==> src/rtl/puf_pkg.sv <==
// Shared FSM state type, bus widths and the majority-vote helper for the
// PUF evaluation controller.
package puf_pkg;

    localparam int SEL_W  = 4;
    localparam int CNT_W  = 16;
    localparam int CHAL_W = 2 * SEL_W;

    typedef enum logic [2:0] {
        ST_IDLE,
        ST_CLEAR,
        ST_MEASURE,
        ST_STOP,
        ST_COMPARE,
        ST_FINISH
    } puf_state_e;

    function automatic logic majority3(input logic a, input logic b, input logic c);
        return (a & b) | (a & c) | (b & c);
    endfunction

endpackage

==> src/rtl/puf_eval_ctrl_if.sv <==
// Request, oscillator-control and counter signals between a PUF evaluation
// requester (master) and the evaluation controller (slave).
interface puf_eval_ctrl_if #(
    parameter int NBITS = 8
);
    import puf_pkg::*;

    logic              start;
    logic              abort;
    logic [CHAL_W-1:0] challenge;
    logic [CNT_W-1:0]  cnt_a;
    logic [CNT_W-1:0]  cnt_b;

    logic              ro_en;
    logic [SEL_W-1:0]  sel_a;
    logic [SEL_W-1:0]  sel_b;
    logic              cnt_clr;
    logic              busy;
    logic              done;
    logic [NBITS-1:0]  response;
    logic              tie;

    modport master (
        output start, abort, challenge, cnt_a, cnt_b,
        input  ro_en, sel_a, sel_b, cnt_clr, busy, done, response, tie
    );

    modport slave (
        input  start, abort, challenge, cnt_a, cnt_b,
        output ro_en, sel_a, sel_b, cnt_clr, busy, done, response, tie
    );

endinterface

==> src/rtl/puf_win_timer.sv <==
// Loadable down-counter that times both the oscillator window and the settle
// wait. zero_o is high while the count sits at zero; it never wraps.
module puf_win_timer
    import puf_pkg::*;
(
    input  logic             clk,
    input  logic             rst_n,
    input  logic             load_i,
    input  logic [CNT_W-1:0] load_val_i,
    output logic             zero_o
);

    logic [CNT_W-1:0] count_q;
    logic [CNT_W-1:0] count_d;

    always_comb begin
        count_d = count_q;
        if (load_i) begin
            count_d = load_val_i;
        end else if (count_q != '0) begin
            count_d = count_q - 1'b1;
        end
    end

    // NOTE: clocked state uses non-blocking assignment so every flop samples pre-edge values.
    always_ff @(posedge clk or negedge rst_n) begin
        if (!rst_n) begin
            count_q <= '0;
        end else begin
            count_q <= count_d;
        end
    end

    assign zero_o = (count_q == '0);

endmodule

==> src/rtl/puf_eval_ctrl.sv <==
// Ring-oscillator PUF evaluation controller: one CLEAR/MEASURE/STOP/COMPARE pass
// per response bit. Define PUF_MAJORITY_EN for three passes per bit with a vote.
module puf_eval_ctrl
    import puf_pkg::*;
#(
    parameter int WIN_CYCLES    = 1024,
    parameter int SETTLE_CYCLES = 4,
    parameter int NBITS         = 8
) (
    input  logic           clk,
    input  logic           rst_n,
    puf_eval_ctrl_if.slave bus
);

    localparam logic [CNT_W-1:0] WIN_LOAD    = CNT_W'(WIN_CYCLES - 1);
    localparam logic [CNT_W-1:0] SETTLE_LOAD = CNT_W'(SETTLE_CYCLES - 1);
    localparam logic [SEL_W-1:0] LAST_IDX    = SEL_W'(NBITS - 1);

    puf_state_e        state_q;
    puf_state_e        state_d;
    logic [CHAL_W-1:0] chal_q;
    logic [SEL_W-1:0]  idx_q;
    logic [NBITS-1:0]  resp_q;
    logic              tie_q;

    logic              tmr_load;
    logic [CNT_W-1:0]  tmr_val;
    logic              tmr_zero;
    logic              cmp_gt;
    logic              cmp_eq;
    logic              bit_val;
    logic              last_pass;

    assign cmp_gt = (bus.cnt_a > bus.cnt_b);
    assign cmp_eq = (bus.cnt_a == bus.cnt_b);

`ifdef PUF_MAJORITY_EN
    logic [1:0] pass_q;
    logic [1:0] vote_q;

    assign last_pass = (pass_q == 2'd2);
    assign bit_val   = majority3(vote_q[0], vote_q[1], cmp_gt);

    // The first two comparisons of a bit are banked; the third resolves the vote.
    always_ff @(posedge clk or negedge rst_n) begin
        if (!rst_n) begin
            pass_q <= '0;
            vote_q <= '0;
        end else if (state_q == ST_IDLE) begin
            if (bus.start) begin
                pass_q <= '0;
                vote_q <= '0;
            end
        end else if (!bus.abort && state_q == ST_COMPARE) begin
            if (last_pass) begin
                pass_q <= '0;
                vote_q <= '0;
            end else begin
                pass_q            <= pass_q + 2'd1;
                vote_q[pass_q[0]] <= cmp_gt;
            end
        end
    end
`else
    assign last_pass = 1'b1;
    assign bit_val   = cmp_gt;
`endif

    puf_win_timer u_timer (
        .clk       (clk),
        .rst_n     (rst_n),
        .load_i    (tmr_load),
        .load_val_i(tmr_val),
        .zero_o    (tmr_zero)
    );

    // Arm the window on leaving CLEAR, and the settle wait on leaving MEASURE.
    always_comb begin
        tmr_load = 1'b0;
        tmr_val  = WIN_LOAD;
        if (state_q == ST_CLEAR) begin
            tmr_load = 1'b1;
        end else if (state_q == ST_MEASURE && tmr_zero) begin
            tmr_load = 1'b1;
            tmr_val  = SETTLE_LOAD;
        end
    end

    always_ff @(posedge clk or negedge rst_n) begin
        if (!rst_n) begin
            state_q <= ST_IDLE;
        end else begin
            state_q <= state_d;
        end
    end

    // NOTE: every combinational output gets a default first, so no latch can be inferred.
    always_comb begin
        state_d = state_q;
        unique case (state_q)
            ST_IDLE:    if (bus.start) state_d = ST_CLEAR;
            ST_CLEAR:   state_d = ST_MEASURE;
            ST_MEASURE: if (tmr_zero) state_d = ST_STOP;
            ST_STOP:    if (tmr_zero) state_d = ST_COMPARE;
            ST_COMPARE: state_d = (last_pass && idx_q == LAST_IDX) ? ST_FINISH : ST_CLEAR;
            ST_FINISH:  state_d = ST_IDLE;
            default:    state_d = ST_IDLE;
        endcase
        if (state_q != ST_IDLE && bus.abort) begin
            state_d = ST_IDLE;
        end
    end

    // Abort leaves response and tie holding whatever was collected so far.
    always_ff @(posedge clk or negedge rst_n) begin
        if (!rst_n) begin
            chal_q <= '0;
            idx_q  <= '0;
            resp_q <= '0;
            tie_q  <= 1'b0;
        end else if (state_q == ST_IDLE) begin
            if (bus.start) begin
                chal_q <= bus.challenge;
                idx_q  <= '0;
                resp_q <= '0;
                tie_q  <= 1'b0;
            end
        end else if (!bus.abort && state_q == ST_COMPARE) begin
            if (cmp_eq) begin
                tie_q <= 1'b1;
            end
            if (last_pass) begin
                for (int i = 0; i < NBITS; i++) begin
                    if (idx_q == SEL_W'(i)) begin
                        resp_q[i] <= bit_val;
                    end
                end
                if (idx_q != LAST_IDX) begin
                    idx_q <= idx_q + 1'b1;
                end
            end
        end
    end

    always_comb begin
        bus.ro_en    = (state_q == ST_MEASURE);
        bus.cnt_clr  = (state_q == ST_CLEAR);
        bus.busy     = (state_q != ST_IDLE);
        bus.done     = (state_q == ST_FINISH);
        bus.sel_a    = chal_q[SEL_W-1:0] ^ idx_q;
        bus.sel_b    = chal_q[CHAL_W-1:SEL_W] ^ idx_q;
        bus.response = resp_q;
        bus.tie      = tie_q;
    end

endmodule
==> src/flat_wrapper.sv <==
// flat-port wrapper written by rule: the top's interface ports become plain ports
module puf_eval_ctrl_flat import puf_pkg::*;
#(
    parameter int WIN_CYCLES    = 1024,
    parameter int SETTLE_CYCLES = 4,
    parameter int NBITS         = 8
)
  (clk, rst_n, bus_start, bus_abort, bus_challenge, bus_cnt_a, bus_cnt_b, bus_ro_en, bus_sel_a, bus_sel_b, bus_cnt_clr, bus_busy, bus_done, bus_response, bus_tie);
  puf_eval_ctrl_if #(.NBITS(NBITS)) bus_i ();
  input  logic clk;
  input  logic rst_n;
  input wire logic [$bits(bus_i.start)-1:0] bus_start;
  input wire logic [$bits(bus_i.abort)-1:0] bus_abort;
  input wire logic [$bits(bus_i.challenge)-1:0] bus_challenge;
  input wire logic [$bits(bus_i.cnt_a)-1:0] bus_cnt_a;
  input wire logic [$bits(bus_i.cnt_b)-1:0] bus_cnt_b;
  output wire logic [$bits(bus_i.ro_en)-1:0] bus_ro_en;
  output wire logic [$bits(bus_i.sel_a)-1:0] bus_sel_a;
  output wire logic [$bits(bus_i.sel_b)-1:0] bus_sel_b;
  output wire logic [$bits(bus_i.cnt_clr)-1:0] bus_cnt_clr;
  output wire logic [$bits(bus_i.busy)-1:0] bus_busy;
  output wire logic [$bits(bus_i.done)-1:0] bus_done;
  output wire logic [$bits(bus_i.response)-1:0] bus_response;
  output wire logic [$bits(bus_i.tie)-1:0] bus_tie;
  assign bus_i.start = bus_start;
  assign bus_i.abort = bus_abort;
  assign bus_i.challenge = bus_challenge;
  assign bus_i.cnt_a = bus_cnt_a;
  assign bus_i.cnt_b = bus_cnt_b;
  assign bus_ro_en = bus_i.ro_en;
  assign bus_sel_a = bus_i.sel_a;
  assign bus_sel_b = bus_i.sel_b;
  assign bus_cnt_clr = bus_i.cnt_clr;
  assign bus_busy = bus_i.busy;
  assign bus_done = bus_i.done;
  assign bus_response = bus_i.response;
  assign bus_tie = bus_i.tie;
  puf_eval_ctrl #(.WIN_CYCLES(WIN_CYCLES), .SETTLE_CYCLES(SETTLE_CYCLES), .NBITS(NBITS)) u_core (.clk(clk), .rst_n(rst_n), .bus(bus_i));
endmodule
==> config.mk <==
export PLATFORM = sky130hd
export DESIGN_NAME = puf_eval_ctrl_flat
export DESIGN_NICKNAME = d
export VERILOG_FILES = /design/src/rtl/puf_pkg.sv /design/src/rtl/puf_eval_ctrl_if.sv /design/src/rtl/puf_win_timer.sv /design/src/rtl/puf_eval_ctrl.sv /design/src/flat_wrapper.sv
export SDC_FILE = /design/constraint.sdc
export NUM_CORES = 1
export LEC_CHECK = 0
export ABC_AREA = 1
export ABC_CLOCK_PERIOD_IN_PS = 1800
export CAP_MARGIN = 5
export CORE_MARGIN = 2
export CORE_UTILIZATION = 45
export CTS_CLUSTER_DIAMETER = 200
export DETAILED_ROUTE_END_ITERATION = 6
export GPL_ROUTABILITY_DRIVEN = 0
export GPL_TIMING_DRIVEN = 0
export PLACE_DENSITY = 0.73
export SYNTH_ARGS = -nofsm -noshare
export SYNTH_HDL_FRONTEND = slang
export SYNTH_SLANG_ARGS = --single-unit
==> constraint.sdc <==
create_clock -name clk -period 1.8 [get_ports clk]
set_clock_uncertainty 0.05 [all_clocks]
set_input_delay 0.54 -clock clk [delete_from_list [all_inputs] [get_ports clk]]
set_output_delay 0.54 -clock clk [all_outputs]
set_load 0.05 [all_outputs]
==> flow_metrics.env <==
export IMPL_cp_max_fo=6
export IMPL_die_w_um=83.13
export IMPL_cts_root_buf="clkbuf_8"
export IMPL_grt_total_usage=0.1943
export IMPL_worst_slack_ns=-0.1015
export IMPL_min_period_over_period=1.056
export IMPL_crit_start="u_core.state_q[0]"
export IMPL_slowest_delay_ns=0.45
export IMPL_total_power_mw=5.987
export IMPL_r2r_start="u_core.state_q[0]"
export IMPL_ir_drop_mv=1.607
export IMPL_wl_per_cell_um=12.57
export IMPL_crit_chain="buf_6, nor2_4, nand2_8, buf_12"
export IMPL_antenna_found_initial=0
export IMPL_stdcell_count=534
export IMPL_drive_gt1_frac=0.2832
export IMPL_cp_num_buf_inv=2
export IMPL_maxCapViolCount=0
export IMPL_hp_class="input port to async pin"
export IMPL_area_growth_pct=44.94
export IMPL_grt_pass1_wl_um=11160
export IMPL_row_count=28
export IMPL_cp_num_cells=4
export IMPL_path_class="flop to output pin"
export IMPL_synth_cells=370
export IMPL_die_height_um=83.13
export IMPL_drt_iter0_drc=79
export IMPL_die_area_um2=6911
export IMPL_seq_area_frac_synth=0.3552
export IMPL_syn_area_um2=2818
export IMPL_grt_max_degree=36
export IMPL_layout_nets=524
export IMPL_syn_avg_cell_area_um2=7.615
export IMPL_setup_viol=4
export IMPL_cp_start_kind="flop"
export IMPL_cts_hold_buf=0
export IMPL_viasPerCell=4.826
export IMPL_coreArea_um2=5991
export IMPL_p_leak_nw=2.063
export IMPL_tns_ns=-0.1951
export IMPL_endpoint_kind="output pin"
export IMPL_synth_seq_cells=40
export IMPL_cts_buffer_depth=2
export IMPL_port_buffers=64
export IMPL_ff2ff_path_depth=11
export IMPL_failed_checks="negative setup slack"
export IMPL_drtAntennaViolNets=0
export IMPL_worst_path_max_delay_cell="dfrtp_2"
export IMPL_syn_num_nets=436
export IMPL_ios=65
export IMPL_synth_area_leader_cell="dfrtp_1"
export IMPL_path_delay_family="flip-flops"
export IMPL_whs_ns=0.01598
export IMPL_required_ns=1.21
export IMPL_grt_pass1_vias=2492
export IMPL_cts_clk_slew_worst_paths_ns=0.08
export IMPL_yosysWarnings=0
export IMPL_drtPass1Iterations=4
export IMPL_cts_htree_levels=2
export IMPL_p_per_area_nw_per_um2=1466
export IMPL_synth_area_leaders="dfrtp_1, nand2_1, ha_1"
export IMPL_clock_sinks=40
export IMPL_cp_arrival_ns=1.31
export IMPL_wl_um=6712
export IMPL_max_freq_ghz=0.5259
export IMPL_hold_viol_final=0
export IMPL_clk_latency_ns=0.29
export IMPL_fin_crit_ns=1.902
export IMPL_slew_violations=0
export IMPL_place_hpwl_um=4640
export IMPL_antenna_cells=0
export IMPL_crit_end="bus_busy"
export IMPL_tritoncts="built"
export IMPL_synth_top_area_frac=0.3552
export IMPL_start_util=0.4703
export IMPL_regToRegEndpoint="u_core.bus.response[6]"
export IMPL_tightest_slew_ns=0.5140
export IMPL_relSlewSlack=0.6586
export IMPL_synth_cell_types=33
export IMPL_regToRegSetupSlack_ns=0.08
export IMPL_dpl_cell_area_um2=3602
export IMPL_num_vias=2577
export IMPL_dp_cells=510
export IMPL_cts_buffers=5
export IMPL_fill_cells=507
export IMPL_grt_ovfl_total=0
export IMPL_status="complete, but fails checks"
export IMPL_drc_errors=0
export IMPL_fin_area_um2=4084
export IMPL_rsz0062_at_grt="yes"
[registers in the layout (all words and copies together) (netlist names)]
signal / flops
u_core.u_timer.count_q: 16
u_core.bus.response: 8
u_core.chal_q: 8
u_core.idx_q: 4
u_core.state_q: 3
u_core.bus.tie: 1
[layout make-up]
cell class              instances  area (um2)  share of cell area
inverters                      50       205.2             0.05025
clock buffers                   7       96.34             0.02359
clock inverters                 1       30.03            0.007353
plain buffers                   3       30.03            0.007353
well taps                      75       93.84             0.02298
flip-flops and latches         40        1007              0.2466
repair buffers                 83       779.5              0.1909
multi-input cells             275        1842              0.4510
[routing by layer]
layer	track usage	wire, um
met3	0.03877	361
met5	0	0
met4	0.06855	80
met2	0.3057	3195
met1	0.2668	3075
[Yosys cell counts]
cell and instances:
inv_1 43, nor3_1 2, xnor2_1 5, o21ai_1 19
a21o_1 1, a21oi_1 7, nor2_2 4, xor2_1 17
inv_4 1, o211ai_1 1, nand2_1 104, nand3_1 17
nor2_1 41, dfrtp_1 40, nor2_8 1, nand2_2 5
buf_12 1, clkbuf_1 1, nand2_8 1, a31oi_1 1
nor4_1 1, nor3_2 5, nand3b_1 2, ha_1 22
inv_8 1, o21ai_0 8, inv_2 5, o21bai_1 1
nor2_4 4, nor3b_2 1, buf_4 3, nand4_1 4
nor3_4 1
[cell usage in the layout, fill, tap and decap left out, drive strengths merged, types with 2 or more instances in the layout]
cell	n
a21oi	7
buf	34
clkbuf	9
clkdlybuf4s15	6
clkdlybuf4s50	10
dfrtp	40
dlygate4sd2	28
dlymetal6s2s	6
ha	22
inv	50
nand2	110
nand3	17
nand3b	2
nand4	4
nor2	50
nor3	8
o21ai	27
xnor2	5
xor2	17
[through the flow]
| step | utilization | worst slack (ns) |
|---|---|---|
| 5_1_grt | 0.6817 | -0.1573 |
| 4_1_cts | 0.6546 | -0.1164 |
| 2_1_floorplan | - | -0.1150 |
| 3_3_place_gp | 0.5988 | -0.8919 |
| 6_report | 0.6817 | -0.1015 |
| 3_5_place_dp | 0.6013 | -0.5090 |
[worst min path at each step]
stage,end,depth (start not counted),start,slack (ns)
3_3_place_gp,u_core.bus.response[7],2,u_core.bus.response[7],0.42
2_1_floorplan,u_core.bus.response[0],0,rst_n,0.19
4_1_cts,u_core.chal_q[7],1,rst_n,0.01
3_5_place_dp,u_core.chal_q[4],1,rst_n,0.34
5_1_grt,u_core.chal_q[4],1,rst_n,0.008
6_report,u_core.chal_q[7],1,rst_n,0.02
[power by group]
part | internal (mW) | switching (mW)
logic | 1.37 | 2.37
clock network | 0.489 | 0.319
registers | 1.18 | 0.263
[what timing repair did]
action | in CTS | in global routing
buffers inserted | 5 | 14
setup endpoints to repair | 30 | 25
gates resized for setup | 162 | 33
pin swaps | 39 | 18
[cells by family after synthesis]
| group | Yosys count | synth area share |
|---|---|---|
| XOR/XNOR | 22 | 0.06838 |
| AO/OA/AOI/OAI | 38 | 0.07061 |
| AND/OR/NAND/NOR | 193 | 0.3215 |
| flip-flops | 40 | 0.3552 |
| buffers and inverters | 55 | 0.08659 |
| adder cells (fa/ha/maj) | 22 | 0.09769 |
Power figures use the tool's default switching activity.
